<file path="src/rtl/layer_argmax_8_16_if.sv">
// Handshake bundle for the argmax classifier stage: activation input stream and result output.
// The slave modport is the classifier's view; master is the surrounding pipeline/host view.
interface layer_argmax_8_16_if #(
  parameter int T    = 16,
  parameter int LOGM = 3
);
  logic                   s_valid;
  logic                   s_ready;
  logic signed [T-1:0]    data_in;
  logic                   m_valid;
  logic                   m_ready;
  logic        [LOGM-1:0] class_out;
  logic signed [T-1:0]    score_out;

  modport slave (
    input  s_valid, data_in, m_ready,
    output s_ready, m_valid, class_out, score_out
  );

  modport master (
    output s_valid, data_in, m_ready,
    input  s_ready, m_valid, class_out, score_out
  );
endinterface

</file>
<file path="src/rtl/layer_argmax_8_16.sv">
// Argmax over M serial signed activations per vector; emits winning index and score.
// Optional macro LAYER_ARGMAX_OVERLAP_EN lets the next vector start in the result handshake cycle.
module layer_argmax_8_16 #(
  parameter int T    = 16,
  parameter int M    = 8,
  parameter int LOGM = 3
) (
  input logic                clk,
  input logic                reset,
  layer_argmax_8_16_if.slave bus
);

  typedef enum logic {
    COLLECT = 1'b0,
    DONE    = 1'b1
  } state_t;

  state_t                 state;
  logic        [LOGM-1:0] in_count;
  logic signed [T-1:0]    best_val;
  logic        [LOGM-1:0] best_idx;
  logic                   accept;
  logic                   last_elem;

  always_comb begin
    bus.s_ready = 1'b0;
    case (state)
      COLLECT: bus.s_ready = 1'b1;
      DONE: begin
`ifdef LAYER_ARGMAX_OVERLAP_EN
        bus.s_ready = bus.m_ready;
`else
        bus.s_ready = 1'b0;
`endif
      end
      default: bus.s_ready = 1'b0;
    endcase
  end

  assign accept    = bus.s_valid && bus.s_ready;
  assign last_elem = (in_count == LOGM'(M - 1));

  always_ff @(posedge clk) begin
    if (reset) begin
      state    <= COLLECT;
      in_count <= '0;
      best_val <= '0;
      best_idx <= '0;
    end else begin
      case (state)
        COLLECT: begin
          if (accept) begin
            // Element 0 loads unconditionally; strict '>' keeps the lower index on ties.
            if (in_count == '0) begin
              best_val <= bus.data_in;
              best_idx <= '0;
            end else if (bus.data_in > best_val) begin
              best_val <= bus.data_in;
              best_idx <= in_count;
            end
            if (last_elem) begin
              in_count <= '0;
              state    <= DONE;
            end else begin
              in_count <= in_count + LOGM'(1);
            end
          end
        end
        DONE: begin
          if (bus.m_ready) begin
            state <= COLLECT;
`ifdef LAYER_ARGMAX_OVERLAP_EN
            // An element taken alongside the result handshake is element 0 of the next vector.
            if (accept) begin
              best_val <= bus.data_in;
              best_idx <= '0;
              in_count <= LOGM'(1);
            end
`endif
          end
        end
        default: state <= COLLECT;
      endcase
    end
  end

  assign bus.m_valid   = (state == DONE);
  assign bus.class_out = best_idx;
  assign bus.score_out = best_val;

endmodule

</file>
<file path="src/flat_wrapper.sv">
// flat-port wrapper written by rule: the top's interface ports become plain ports
module layer_argmax_8_16_flat 
#(
  parameter int T    = 16,
  parameter int M    = 8,
  parameter int LOGM = 3
)
  (clk, reset, bus_s_valid, bus_data_in, bus_m_ready, bus_s_ready, bus_m_valid, bus_class_out, bus_score_out);
  layer_argmax_8_16_if #(.T(T), .LOGM(LOGM)) bus_i ();
  input logic clk;
  input logic reset;
  input wire logic [$bits(bus_i.s_valid)-1:0] bus_s_valid;
  input wire logic [$bits(bus_i.data_in)-1:0] bus_data_in;
  input wire logic [$bits(bus_i.m_ready)-1:0] bus_m_ready;
  output wire logic [$bits(bus_i.s_ready)-1:0] bus_s_ready;
  output wire logic [$bits(bus_i.m_valid)-1:0] bus_m_valid;
  output wire logic [$bits(bus_i.class_out)-1:0] bus_class_out;
  output wire logic [$bits(bus_i.score_out)-1:0] bus_score_out;
  assign bus_i.s_valid = bus_s_valid;
  assign bus_i.data_in = bus_data_in;
  assign bus_i.m_ready = bus_m_ready;
  assign bus_s_ready = bus_i.s_ready;
  assign bus_m_valid = bus_i.m_valid;
  assign bus_class_out = bus_i.class_out;
  assign bus_score_out = bus_i.score_out;
  layer_argmax_8_16 #(.T(T), .M(M), .LOGM(LOGM)) u_core (.clk(clk), .reset(reset), .bus(bus_i));
endmodule
</file>
<file path="config.mk">
export PLATFORM = sky130hd
export DESIGN_NAME = layer_argmax_8_16_flat
export DESIGN_NICKNAME = d
export VERILOG_FILES = /design/src/rtl/layer_argmax_8_16_if.sv /design/src/rtl/layer_argmax_8_16.sv /design/src/flat_wrapper.sv
export SDC_FILE = /design/constraint.sdc
export NUM_CORES = 1
export LEC_CHECK = 0
export ABC_CLOCK_PERIOD_IN_PS = 3000
export CORE_MARGIN = 3
export CORE_UTILIZATION = 30
export CTS_CLUSTER_SIZE = 8
export DETAILED_ROUTE_END_ITERATION = 8
export SETUP_SLACK_MARGIN = 0.3
export SYNTH_ARGS = -nofsm -noshare
export SYNTH_HDL_FRONTEND = slang
export SYNTH_SLANG_ARGS = --single-unit
</file>
<file path="constraint.sdc">
create_clock -name clk -period 3 [get_ports clk]
set_input_delay 0.9 -clock clk [delete_from_list [all_inputs] [get_ports clk]]
set_output_delay 0.9 -clock clk [all_outputs]
set_load 0.05 [all_outputs]
</file>
== Yosys cells after proc, flatten, opt, wreduce, memory -nomap -nowiden ==
Index checks and enable logic that the tools add are counted.

* Flip-flop bits (word level): 23
* Input port bits: 20
* Logic and storage cells: 23

* Add/sub/neg operators: 1
* Order comparisons: 1
* Eq/ne operators: 1
* Mux-type cells: 10
* Bitwise operators: 1
* Reduce and logical (&&, ||, !) cells: 5

{| class="wikitable"
|+ Operator list
! cell !! number
|-
| $mux W16 || 2
|-
| $gt A16 B16 Y1 || 1
|-
| $mux W3 || 3
|-
| $pmux W1 S2 || 2
|-
| $add A3 B1 Y3 const B || 1
|-
| $eq A3 B3 Y1 const B || 1
|-
| $logic_not A3 Y1 || 1
|-
| $mux W1 || 3
|-
| $reduce_and A3 Y1 || 1
|-
| $reduce_and A2 Y1 || 1
|-
| $reduce_bool A2 Y1 || 1
|-
| $logic_and A1 B1 Y1 || 1
|-
| $not A1 Y1 || 1
|}

== Longest topological paths before layout ==
* Depth in word-level cells: 5
* Depth in mapped cells: 10
* Depth with buffers taken out: 8

== Least setup slack after synthesis ==
No wires, ideal clock.

* Path kind: input to register
* Start: in bus_data_in[15]
* End: reg u_core.best_val[15] (netlist: u_core.bus.score_out[15])
* Arrival time: 2659 ps
* Setup slack: 221 ps
* Cell stages on the path: 9
* Path buffers: 2
* Path through: ha_1 nand4_4 nor4_4 a211oi_2 nand2_2 mux2_4 buf_12 buf_12 mux2i_1

* Cells in the longest elaborated chain, start to end: 3
* Elaborated cells on any way between the ends: 5
* Those cells by class: order compare (1); mux (2); reduce/logical (2)

{| class="wikitable"
|+ RTL lines
! what !! RTL line !! text
|-
| start: declaration || flat_wrapper.sv:13 || <nowiki>input wire logic [$bits(bus_i.data_in)-1:0] bus_data_in;</nowiki>
|-
| $gt A16 B16 Y1 || layer_argmax_8_16.sv:57 || <nowiki>end else if (bus.data_in > best_val) begin</nowiki>
|-
| $reduce_bool A2 Y1 (no source line) || -- ||
|-
| $reduce_and A3 Y1 (no source line) || -- ||
|-
| end signal: assignment || layer_argmax_8_16.sv:55 || <nowiki>best_val <= bus.data_in;</nowiki>
|-
| end signal: assignment || layer_argmax_8_16.sv:58 || <nowiki>best_val <= bus.data_in;</nowiki>
|-
| end: declaration || layer_argmax_8_16.sv:20 || <nowiki>logic signed [T-1:0] best_val;</nowiki>
|}

Several ways; a longest one is shown, not always the timed one. The select of a mux whose other input is x is not followed.
A chain may end at the register's enable or synchronous reset.

== Worst setup path in the final report ==
* Start: in bus_data_in[14]
* End: reg u_core.best_val[11] (netlist: u_core.bus.score_out[11])

* Cells in the longest elaborated chain, start to end: 3

{| class="wikitable"
|+ RTL lines
! what !! RTL line
|-
| $gt A16 B16 Y1 || layer_argmax_8_16.sv:57
|-
| $reduce_bool A2 Y1 (no source line) || --
|-
| $reduce_and A3 Y1 (no source line) || --
|}

No other way between the ends.

==> results.ini <==
[clocking]
cts_tree = done
clock_sinks = 23
cts-root-buf = clkbuf_8
ctsHoldBuffers = 0
cts_buffers = 3
clkLatencyLatePin_ns = 0.26
ctsLongestPathBuffers = 2
htreeDepth = 1
cts.clk_slew.worst_paths_ns = 0.08

[floorplanning]
initial_core_util = 0.324
num_rows = 25
core_um2 = 4910
ios = 41
dieHeight_um = 78.8
dieArea_um2 = 6210
die_x_um = 78.8

[hold_path]
hold_path.class = flip-flop to flip-flop

[routing]
drc = 0
vias_per_cell = 4.47
routedWlPerCell_um = 11.6
ant_nets = 0
first_pass_iters = 4
drt_iter0_drc = 51
totalWireLength_mm = 3.48
vias = 1337

[sta]
rsz0062_at_grt = true
finalCritPeriodShare = 0.873
max_slew_margin = 0.666
fmax_mhz = 382
worst_slew_pin_slew_ns = 0.499
hold_viol_final = 0
fin_crit_ns = 2.62
finalSetupViolCount = 0
fin_ws_ns = 0.380
slew_violations = 0
fin_skew_ns = 0.00162

[power_and_ir_drop]
finalPower_mw = 1.04
p_per_area_nw_per_um2 = 446
leakagePower_nw = 0.952
p_int_uw = 656
seq_power_share = 0.344
p_clk_frac = 0.188
p_switching_uw = 385
swShare = 0.370
ir_drop_v = 0.000213
p_comb_frac = 0.468

[setup_path]
critical_path_required_ns = 3.16
start_kind = input port
critPathArrivalTime_ns = 2.78
worstSetupEndpointType = flip-flop
cp_slowest_cell = mux2_4
worstSetupPathType = input port to flip-flop
max_stage_delay_ns = 0.35
path_max_fanout = 5
worstPathCellList = clkdlybuf4s15_1 > ha_4 > nand4_4 > nor4_4 > buf_6 > a211oi_4 > nand2_2 > mux2_4 > buf_12 > mux2i_1

[grt]
grt_max_degree = 17
grt_usage = 0.120
grt_overflow = 0
antenna_found_initial = 0
grt_pass1_vias = 1310
grt_pass1_wl_mm = 6.01

[placed_design]
dp_slack_ns = -0.253
place_hpwl_mm = 2.65
portBuffers = 40
place_congestion = 0.704
place_inst = 288

[cells_and_area]
antennaDiodeCount = 0
fillers = 505
syn2layout_area_growth_pct = 46.7
final-instance-count-excl-fill = 299
final_nets = 272
drive_gt1_frac = 0.190

[logic_synthesis]
ys_warn_count = 0
yosys-top-cells-area = dfxtp_1 29%, ha_1 15%, nand2b_1 13%, mux2i_1 12%, inv_1 5.4%
synth.ff_latch_count = 23
syn_nets = 221
yosysUniqueCellTypes = 27
syn_area_per_cell_um2 = 8.73
synthCells = 182
ys_seq_area_frac = 0.290
syn_area_um2 = 1590
yosysTopAreaCell = dfxtp_1
yosysTopAreaCellShare = 0.290

[outcome]
status = complete, no violations

[job]
cap_violations = 0

## final timing paths
check	startpoint	to	slack, ns	depth (start not counted)
worst max-delay path	bus_data_in[14]	u_core.bus.score_out[11]	0.38	10
worst max register to register	u_core.bus.score_out[6]	u_core.bus.score_out[11]	0.75	10
worst min register to register	u_core.bus.class_out[2]	u_core.bus.class_out[2]	0.46	2
worst min-delay path	u_core.bus.class_out[2]	u_core.bus.class_out[2]	0.46	2
## metal layers
layer / up-vias / GRT usage / share of wire
met3: 4 / 0.0317 / 0.041
met5: - / 0 / 0
li1: 701 / - / -
met4: 0 / 0.0367 / 0.013
met2: 27 / 0.196 / 0.47
met1: 605 / 0.154 / 0.47
## registers in the layout, summed over array words and instances (netlist names)
name,cells
u_core.bus.score_out,16
u_core.bus.class_out,3
u_core.in_count,3
u_core.bus.m_valid,1
## layout by cell type, fill, tap and decap left out, types with 5 or more instances in the layout
cell type	synthesis	routed
nand2_1	15	14
inv_1	23	22
ha_4	0	10
nor2_1	7	7
ha_1	19	9
clkbuf_2	0	5
buf_4	0	9
mux2i_1	19	19
dlygate4sd2_1	0	7
nand2b_1	32	32
clkdlybuf4s50_1	0	25
dfxtp_1	23	23
a21oi_1	15	14
## per-stage QoR
step	util	hold slack, ns	TNS, ns	area, µm²
6_report	0.475	0.460	0	2330
4_1_cts	0.465	0.461	0	2280
5_1_grt	0.475	0.484	0	2330
3_3_place_gp	0.432	0.442	-3.25	2120
2_1_floorplan	-	0.451	0	1650
3_5_place_dp	0.432	0.444	-4.13	2120
## critical path: cells and delay by family
kind	cells	cell delay [ns]
mux	2	0.46
simple gates	3	0.50
fa+ha+maj	1	0.30
compound gates	1	0.06
buf+inv	3	0.53
## power by group through the flow
| stage | sequential [mW] | clock, mW | combinational [mW] |
|---|---|---|---|
| 6_report | 0.358 | 0.196 | 0.487 |
| 5_1_grt | 0.363 | 0.219 | 0.527 |
| 4_1_cts | 0.359 | 0.205 | 0.475 |
| 3_5_place_dp | 0.366 | 0 | 0.421 |
| 3_3_place_gp | 0.366 | 0 | 0.416 |
| 2_1_floorplan | 0.457 | 0 | 0.218 |
## synthesized netlist by cell type, drive strengths merged
library cell,instances
ha,19
nand2b,32
a21o,2
nand3,1
nor4,1
nor2,7
nor2b,2
o221ai,1
clkbuf,5
nand2,16
mux2,2
nor4bb,1
dfxtp,23
a31oi,1
a211oi,3
or2b,1
o21bai,1
inv,23
mux2i,19
nor3,2
buf,2
a21oi,15
nand4,3
## logic make-up (layout without fill, tap and decap cells)
| logic type | count (synthesis) | after routing | share of synthesized area |
|---|---|---|---|
| simple gates | 66 | 66 | 0.245 |
| buf+inv | 30 | 80 | 0.0913 |
| compound gates | 23 | 23 | 0.0882 |
| flops | 23 | 23 | 0.290 |
| mux | 21 | 21 | 0.136 |
| fa+ha+maj | 19 | 19 | 0.150 |
## repair_timing
item,CTS,global route
endpoints found under the setup margin,19,19
cloned,0,0
pin swaps,12,11
gates resized for setup,21,21
setup buffers,5,2
## layout make-up
type                    count  area (µm²)  share of cell area
repair buffers             53         508               0.218
clock buffers               4        45.0              0.0193
inverters                  23        86.3              0.0370
well taps                  67        83.8              0.0360
multi-input cells         129        1150               0.492
flip-flops and latches     23         460               0.198
No activity file was read; power rests on OpenSTA's default activity.
